File: config.mk
export PLATFORM = sky130hd
export DESIGN_NAME = alu_op_sequencer
export DESIGN_NICKNAME = d
export VERILOG_FILES = /design/src/rtl/alu_op_sequencer.sv
export SDC_FILE = /design/constraint.sdc
export NUM_CORES = 1
export LEC_CHECK = 0
export CAP_MARGIN = 20
export CORE_MARGIN = 5
export CORE_UTILIZATION = 35
export DETAILED_ROUTE_END_ITERATION = 8
export GPL_TIMING_DRIVEN = 0
export PLACE_DENSITY = 0.64
export SYNTH_ARGS = -nofsm -noshare
export SYNTH_HDL_FRONTEND = slang
export SYNTH_SLANG_ARGS = --single-unit
File: constraint.sdc
create_clock -name clk -period 3.36 [get_ports clk]
set_input_delay 0.672 -clock clk [delete_from_list [all_inputs] [get_ports clk]]
set_output_delay 0.672 -clock clk [all_outputs]
set_load 0.01 [all_outputs]
File: src/rtl/alu_op_sequencer.sv
// rtl/alu_op_sequencer.sv - request/settle/capture/writeback sequencer for the datapath ALU
module alu_op_sequencer #(
  parameter int         ALU_SETTLE = 2,
  parameter logic [4:0] OP_MUL     = 5'b01110,
  parameter logic [4:0] OP_DIV     = 5'b01111,
  parameter logic [4:0] OP_NOP     = 5'b11001,
  parameter logic [4:0] OP_HALT    = 5'b11010
) (
  input  logic        clk,
  input  logic        clear,
  input  logic        req_valid,
  output logic        req_ready,
  input  logic [4:0]  req_opcode,
  input  logic [31:0] req_a,
  input  logic [31:0] req_b,
  output logic [31:0] alu_y,
  output logic [31:0] alu_b,
  output logic [4:0]  alu_opcode,
  input  logic [63:0] alu_c,
  output logic        rsp_valid,
  input  logic        rsp_ready,
  output logic [31:0] rsp_data,
  output logic        rsp_hi,
  output logic        rsp_last,
  output logic        busy,
  output logic        halted
);

  typedef enum logic [1:0] {IDLE, SETTLE, WB_LO, WB_HI} state_t;

  state_t      state;
  state_t      state_nxt;
  logic [3:0]  cnt;
  logic        wide;
  logic [63:0] z;
  logic        accept;
  logic        settle_done;
  logic        no_beat;

  assign accept      = (state == IDLE) && req_valid && !halted;
  assign settle_done = (state == SETTLE) && (cnt == 4'd0);
  assign no_beat     = (alu_opcode == OP_NOP) || (alu_opcode == OP_HALT);

  always_ff @(posedge clk or negedge clear) begin
    if (!clear) begin
      state <= IDLE;
    end else begin
      state <= state_nxt;
    end
  end

  always_comb begin
    state_nxt = state;
    case (state)
      IDLE:    if (accept) state_nxt = SETTLE;
      SETTLE:  if (settle_done) state_nxt = no_beat ? IDLE : WB_LO;
      WB_LO:   if (rsp_ready) state_nxt = wide ? WB_HI : IDLE;
      WB_HI:   if (rsp_ready) state_nxt = IDLE;
      default: state_nxt = IDLE;
    endcase
  end

  always_comb begin
    req_ready = (state == IDLE) && !halted;
    busy      = (state != IDLE);
    rsp_valid = 1'b0;
    rsp_data  = 32'd0;
    rsp_hi    = 1'b0;
    rsp_last  = 1'b0;
    case (state)
      WB_LO: begin
        rsp_valid = 1'b1;
        rsp_data  = z[31:0];
        rsp_last  = !wide;
      end
      WB_HI: begin
        rsp_valid = 1'b1;
        rsp_data  = z[63:32];
        rsp_hi    = 1'b1;
        rsp_last  = 1'b1;
      end
      default: ;
    endcase
  end

  // ALU operands stay registered across IDLE so the combinational ALU never sees request-bus churn
  always_ff @(posedge clk or negedge clear) begin
    if (!clear) begin
      alu_y      <= 32'd0;
      alu_b      <= 32'd0;
      alu_opcode <= 5'b00000;
      wide       <= 1'b0;
      cnt        <= 4'd0;
      z          <= 64'd0;
      halted     <= 1'b0;
    end else begin
      if (accept) begin
        alu_y      <= req_a;
        alu_b      <= req_b;
        alu_opcode <= req_opcode;
        wide       <= (req_opcode == OP_MUL) || (req_opcode == OP_DIV);
        cnt        <= 4'(ALU_SETTLE - 1);
      end else if ((state == SETTLE) && (cnt != 4'd0)) begin
        cnt <= cnt - 4'd1;
      end
      if (settle_done) begin
        if (alu_opcode == OP_HALT) begin
          halted <= 1'b1;
        end else if (alu_opcode != OP_NOP) begin
          z <= alu_c;
        end
      end
    end
  end

endmodule

==> results.yml, run 1 <==
status:
  result_of_the_run: "completed"
floorplanning:
  rows: 48
  ios: 244
  fp.coreArea_um2: 17300
  floorplan_die_width_um: 143
  initial_standard_cell_utilization_of_the_core_pct: 35.6
  die_y_um: 143
  die_area_um2: 20400
placed_design:
  finalWeightedCongestion: 0.812
  portBuffers: 243
  place_hpwl_um: 12100
  placed_area_um2: 8900
critical_path:
  endpoint_kind: "output pin"
  critPathKind: "flip-flop to output pin"
  critical_path.startpoint_type: "flip-flop"
  ff2ff_setup_slack_ns: 1.05
  arrival_ns: 2.49
  r2r-start: "state[0]"
  worstSetupEndpoint: "rsp_data[0]"
  critical_path.max_fanout: 10
  endpoint_required_time_on_the_critical_path_ns: 2.69
  setup.worst_path.start: "state[1]"
  slowest_delay_ns: 0.61
  r2r-end: "alu_y[27]"
  crit_path_frequent_cell: "clkbuf_1"
  worstPathCellList: "clkbuf_1, clkbuf_1, nor2b_1, clkdlybuf4s50_1"
  cp_slowest_cell: "clkdlybuf4s50_1"
  r2r.worst_path.cells: 4
logic_synthesis:
  syn-instance-count: 402
  yosys_warnings: 0
  synth.distinct_cells: 31
  ys_ff_latch: 141
  mappedNetlistArea_um2: 6160
  synth_nets: 541
  synth_sequential_area_ratio_pct: 57.3
  avgSynthCellArea_um2: 15.3
clock_tree:
  holdBufCountCts: 0
  cts_tree: "built"
  worst_skew_pair.late_latency_ns: 0.41
  clock_buffers_created_by_tritoncts: 17
  clock_sinks: 141
  h_tree_level_count: 4
  cts_root_buffer: "clkbuf_16"
  post_cts_resized: 0
  cts-root-to-sink-buffers: 2
  post_cts_setup_inserts: 0
  cts.clk_slew.worst_paths_ns: 0.06
global_route:
  gr-total-overflow: 0
  grt_max_degree: 103
  grt_antenna_before_repair: 0
  track_usage_pct: 16.2
  via_count_of_the_first_global_routing_pass: 4648
  grt_first_pass_wirelength_um: 25400
timing:
  slew_headroom_pct: 63.0
  setup_tns_final_ns: 0
  grt_setup_unrepaired: "false"
  achievable-frequency_mhz: 316
  fin_skew_ns: 0.00908
  worst_pin_slew_ns: 0.547
  hold_viol_final: 0
  final_setup_viols: 0
  final-max-slew-violation-count: 0
  post-route-period-util_pct: 94.1
  post-route-min-period_ns: 3.16
  worst_hold_slack_ns: 0.172
power_and_ir_drop:
  power_leakage_nw: 4.17
  ir_drop_mv: 0.424
  p_total_mw: 8.88
  power_density_over_the_cells_nw_per_um2: 938
layout:
  n_diodes: 0
  final_design_area_no_fill_um2: 9470
  drive_gt1_share_pct: 27.7
  finalCoreUtilization_pct: 54.8
  area_growth_pct: 53.8
  num-nets-final: 803
worst_hold_path:
  min-delay-path-class: "input port to async pin"
drt:
  routed_wire_length_per_instance_um: 18.0
  drt-initial-drc-count: 78
  num_vias: 4131
  via_per_inst: 4.58
  first_pass_iters: 4
  drt.antenna.violating_nets: 0
  post-route-drc-count: 0
  postRouteWirelength_um: 16200
flow_run:
  max_cap_viols: 0
[critical path, delay by kind of cell, from the launching register on]
| family | cells | cell delay (ns) |
|---|---|---|
| AND/OR/NAND/NOR | 1 | 0.21 |
| flip-flops | 1 | 0.41 |
| buffers and inverters | 3 | 1.46 |
[synthesized netlist by cell type]
cell type | number | share of area, %
a311oi_1 | 1 | 0.14
buf_2 | 12 | 0.97
a21o_1 | 1 | 0.12
and3b_1 | 1 | 0.14
a21oi_1 | 2 | 0.16
nor3_1 | 3 | 0.24
mux2_4 | 49 | 12
inv_1 | 5 | 0.30
a31o_1 | 1 | 0.14
nor2b_1 | 34 | 3.5
ha_1 | 2 | 0.41
dfrtp_1 | 141 | 57
nor4b_1 | 1 | 0.14
mux2i_1 | 33 | 5.4
and2_1 | 2 | 0.20
or2_2 | 1 | 0.10
buf_6 | 6 | 1.1
clkbuf_1 | 6 | 0.37
nor2_1 | 3 | 0.18
a211oi_1 | 1 | 0.12
a211o_1 | 2 | 0.28
or3b_1 | 1 | 0.14
nor3b_1 | 1 | 0.12
xor2_1 | 1 | 0.14
a21bo_2 | 1 | 0.16
nand2b_1 | 2 | 0.20
a31o_2 | 1 | 0.14
mux2_2 | 85 | 16
and4b_1 | 1 | 0.16
nand2_1 | 1 | 0.061
a41o_1 | 1 | 0.16
[cells by family after synthesis]
family	share of synthesized area, %
and+or+nand+nor	5.16
buffers and inverters	2.74
AOI/OAI and AO/OA	1.44
muxes	32.8
adders and majority gates	0.406
xor gates and xnor gates	0.142
DFF	57.3
[worst min path at each step]
stage | from | to | depth (start not counted)
finish | clear | z[4] | 1
global route | clear | z[6] | 1
CTS | clear | z[4] | 1
detailed placement | z[13] | z[13] | 1
global placement | z[7] | z[7] | 1
floorplan | clear | alu_b[0] | 0
[layout make-up]
type / instances / area [µm²]
Inverter: 5 / 18.8
Fill cell: 1425 / 7820
Clock inverter: 13 / 144
Sequential cell: 141 / 3530
Timing Repair Buffer: 244 / 2460
Tap cell: 225 / 282
Clock buffer: 18 / 429
Buffer: 23 / 146
Multi-Input combinational cell: 232 / 2460
[cell usage in the layout (no fill, tap or decap), types with 2 or more instances in the layout]
master           netlist  routed
mux2_4                49      49
clkbuf_1               6       6
inv_1                  5       5
a21oi_1                2       2
buf_6                  6       7
buf_2                 12      12
clkdlybuf4s50_1        0     242
a211o_1                2       2
clkinv_2               0       2
clkinv_4               0       3
nor2b_1               34      34
inv_6                  0       2
bufinv_16              0       2
nor2_1                 3       3
dfrtp_1              141     141
nor3_1                 3       3
mux2_2                85      85
clkbuf_16              0      17
ha_1                   2       2
nand2b_1               2       2
mux2i_1               33      33
clkinvlp_4             0       4
and2_1                 2       2
[per-layer routing]
layer / GRT usage (%) / share of wire [%] / up-vias
met5: 0 / 0 / -
met4: 4.85 / 1.6 / 0
met3: 7.43 / 10 / 19
met2: 25.8 / 47 / 178
met1: 19.8 / 41 / 1999
li1: - / - / 1935
[per-stage QoR]
step / std cells / setup WS (ns)
global route: 901 / 0.00140
CTS: 901 / 0.0971
floorplan: 402 / 1.37
global placement: 870 / -3.99
detailed placement: 871 / 0.457
finish: 901 / 0.198
[report_power, final]
| group | total, mW | internal [mW] | switching (mW) |
|---|---|---|---|
| registers | 3.09 | 2.58 | 0.513 |
| clock network | 1.83 | 1.09 | 0.733 |
| logic | 3.97 | 2.51 | 1.46 |
| total | 8.88 | 6.18 | 2.70 |
[state kept, by name, indices dropped and copies added, names as in the netlist]
register / flops
cnt: 4
alu_b: 32
z: 64
alu_y: 32
wide: 1
halted: 1
alu_opcode: 5
state: 2
Power figures use the tool's default switching activity.
==> inputs of run 2 (changes only) <==
- SLEW_MARGIN: default -> 20
==> run 2 against run 1 <==
Utilization up 0.25 points; setup slack better by 0.037 ns; first-iteration DRC count up 1.3%; highest routed layer unchanged; global-route usage down 0.062 points; combinational power about the same; clock power up 5%; final area up 0.45%; critical path type unchanged; sequential share of layout area down 0.17 points; via count up 0.46%; worst hold slack worse by 0.027 ns.
==> results.yml, run 2 (synthesis gave the netlist of run 1 again) <==
clock_tree:
  cts_root_buffer: "clkbuf_16"
  clock_sinks: 141
  holdBufCountCts: 0
  cts-root-to-sink-buffers: 2
  h_tree_level_count: 4
  post_cts_resized: 0
  post_cts_setup_inserts: 0
  cts_tree: "built"
  clock_buffers_created_by_tritoncts: 17
  worst_skew_pair.late_latency_ns: 0.41
  cts.clk_slew.worst_paths_ns: 0.06
floorplanning:
  die_area_um2: 20400
  floorplan_die_width_um: 143
  ios: 244
  die_y_um: 143
  initial_standard_cell_utilization_of_the_core_pct: 35.6
  fp.coreArea_um2: 17300
  rows: 48
layout:
  final_design_area_no_fill_um2: 9520
  largestRegisters: "z (64), alu_b (32), alu_y (32)"
  num-nets-final: 803
  area_growth_pct: 54.4
  fillers: 1394
  final-instance-count-excl-fill: 902
  n_diodes: 0
  final_common_cell: "clkdlybuf4s50_1"
  drive_gt1_share_pct: 27.6
  largest-register: "z"
  largest_register_ffs: 64
  mostFrequentLayoutCells: "242 x clkdlybuf4s50_1, 141 x dfrtp_1, 85 x mux2_2, 49 x mux2_4, 34 x nor2b_1"
drt:
  drt.antenna.violating_nets: 0
  via_per_inst: 4.60
  routed_wire_length_per_instance_um: 18.1
  postRouteWirelength_um: 16300
  first_pass_iters: 4
  post-route-drc-count: 0
  num_vias: 4150
  drt-initial-drc-count: 79
critical_path:
  endpoint_required_time_on_the_critical_path_ns: 2.69
  critical_path.startpoint_type: "flip-flop"
  critPathKind: "flip-flop to output pin"
  r2r-start: "state[0]"
  arrival_ns: 2.45
  r2r-end: "alu_y[27]"
  ff2ff_setup_slack_ns: 1.08
  critical_path.max_fanout: 10
  r2r.worst_path.cells: 4
  endpoint_kind: "output pin"
timing:
  achievable-frequency_mhz: 320
  final_setup_viols: 0
  slew_headroom_pct: 63.3
  post-route-min-period_ns: 3.12
  final-max-slew-violation-count: 0
  setup_tns_final_ns: 0
  grt_setup_unrepaired: "false"
  worst_pin_slew_ns: 0.544
  hold_viol_final: 0
  post-route-period-util_pct: 93.0
  fin_skew_ns: 0.00874
  worst_hold_slack_ns: 0.145
placed_design:
  post-place-cells: 871
  portBuffers: 243
  placed_area_um2: 8910
  place_hpwl_um: 12100
  finalWeightedCongestion: 0.812
flow_run:
  max_cap_viols: 0
power_and_ir_drop:
  power_density_over_the_cells_nw_per_um2: 945
  power_switching_share_pct: 29.8
  cell_internal_pwr_mw: 6.32
  flop_pwr_share_pct: 34.4
  ir_drop_mv: 0.401
  power_leakage_nw: 4.20
  total_switching_power_mw: 2.68
  p_clk_share_pct: 21.4
  power.combinational.fraction_pct: 44.2
worst_hold_path:
  min-delay-path-class: "input port to async pin"
global_route:
  via_count_of_the_first_global_routing_pass: 4701
  gr-total-overflow: 0
  grt_antenna_before_repair: 0
  grt_first_pass_wirelength_um: 25400
  track_usage_pct: 16.1
  grt_max_degree: 103
status:
  result_of_the_run: "completed"
==> run 2: final cells by class <==
class	count	area [µm²]	share of cell area, %
clock buffers	22	474	4.98
flip-flops and latches	141	3530	37.1
inverters	5	18.8	0.197
repair buffers	244	2460	25.9
plain buffers	23	146	1.54
clock inverters	10	138	1.45
well taps	225	282	2.96
multi-input cells	232	2460	25.9
==> run 2: critical path, cell delays in order, from the launching register on <==
cell and delay, ns:
dfrtp_1 0.40, clkbuf_1 0.39, clkbuf_1 0.44, nor2b_1 0.21, clkdlybuf4s50_1 0.60
==> run 2: worst max-delay path by stage <==
stage,depth (start not counted),slack (ns),endpoint,startpoint
after floorplan,4,1.37,req_ready,state[0]
after global placement,1,-3.99,alu_y[21],clear
after detailed placement,5,0.43,rsp_data[26],state[0]
after CTS,4,0.15,rsp_data[0],state[1]
after global routing,4,0.04,rsp_data[0],state[1]
final,4,0.24,rsp_data[1],state[1]
==> run 2: metrics by stage <==
step / total power, mW / utilization, % / worst slack [ns]
floorplan: 5.32 / - / 1.37
global placement: 7.03 / 51.3 / -3.99
CTS: 9.13 / 55.0 / 0.148
finish: 9.00 / 55.0 / 0.235
global route: 9.53 / 55.0 / 0.0386
detailed placement: 7.15 / 51.5 / 0.431
==> run 2: metal layers <==
layer  track usage [%]  wire [µm]  up-vias
li1                  -          -     1935
met1              19.5       6770     2021
met2              26.4       7690      176
met3              6.80       1590       18
met4              4.85        246        0
met5                 0          0        -
==> run 2: power by group through the flow <==
stage / Combinational (mW) / Clock [mW] / Sequential [mW]
3_5_place_dp: 4.06 / 0 / 3.09
2_1_floorplan: 2.13 / 0 / 3.19
6_report: 3.97 / 1.93 / 3.10
5_1_grt: 4.26 / 2.06 / 3.21
4_1_cts: 4.05 / 1.98 / 3.11
3_3_place_gp: 3.98 / 0 / 3.05
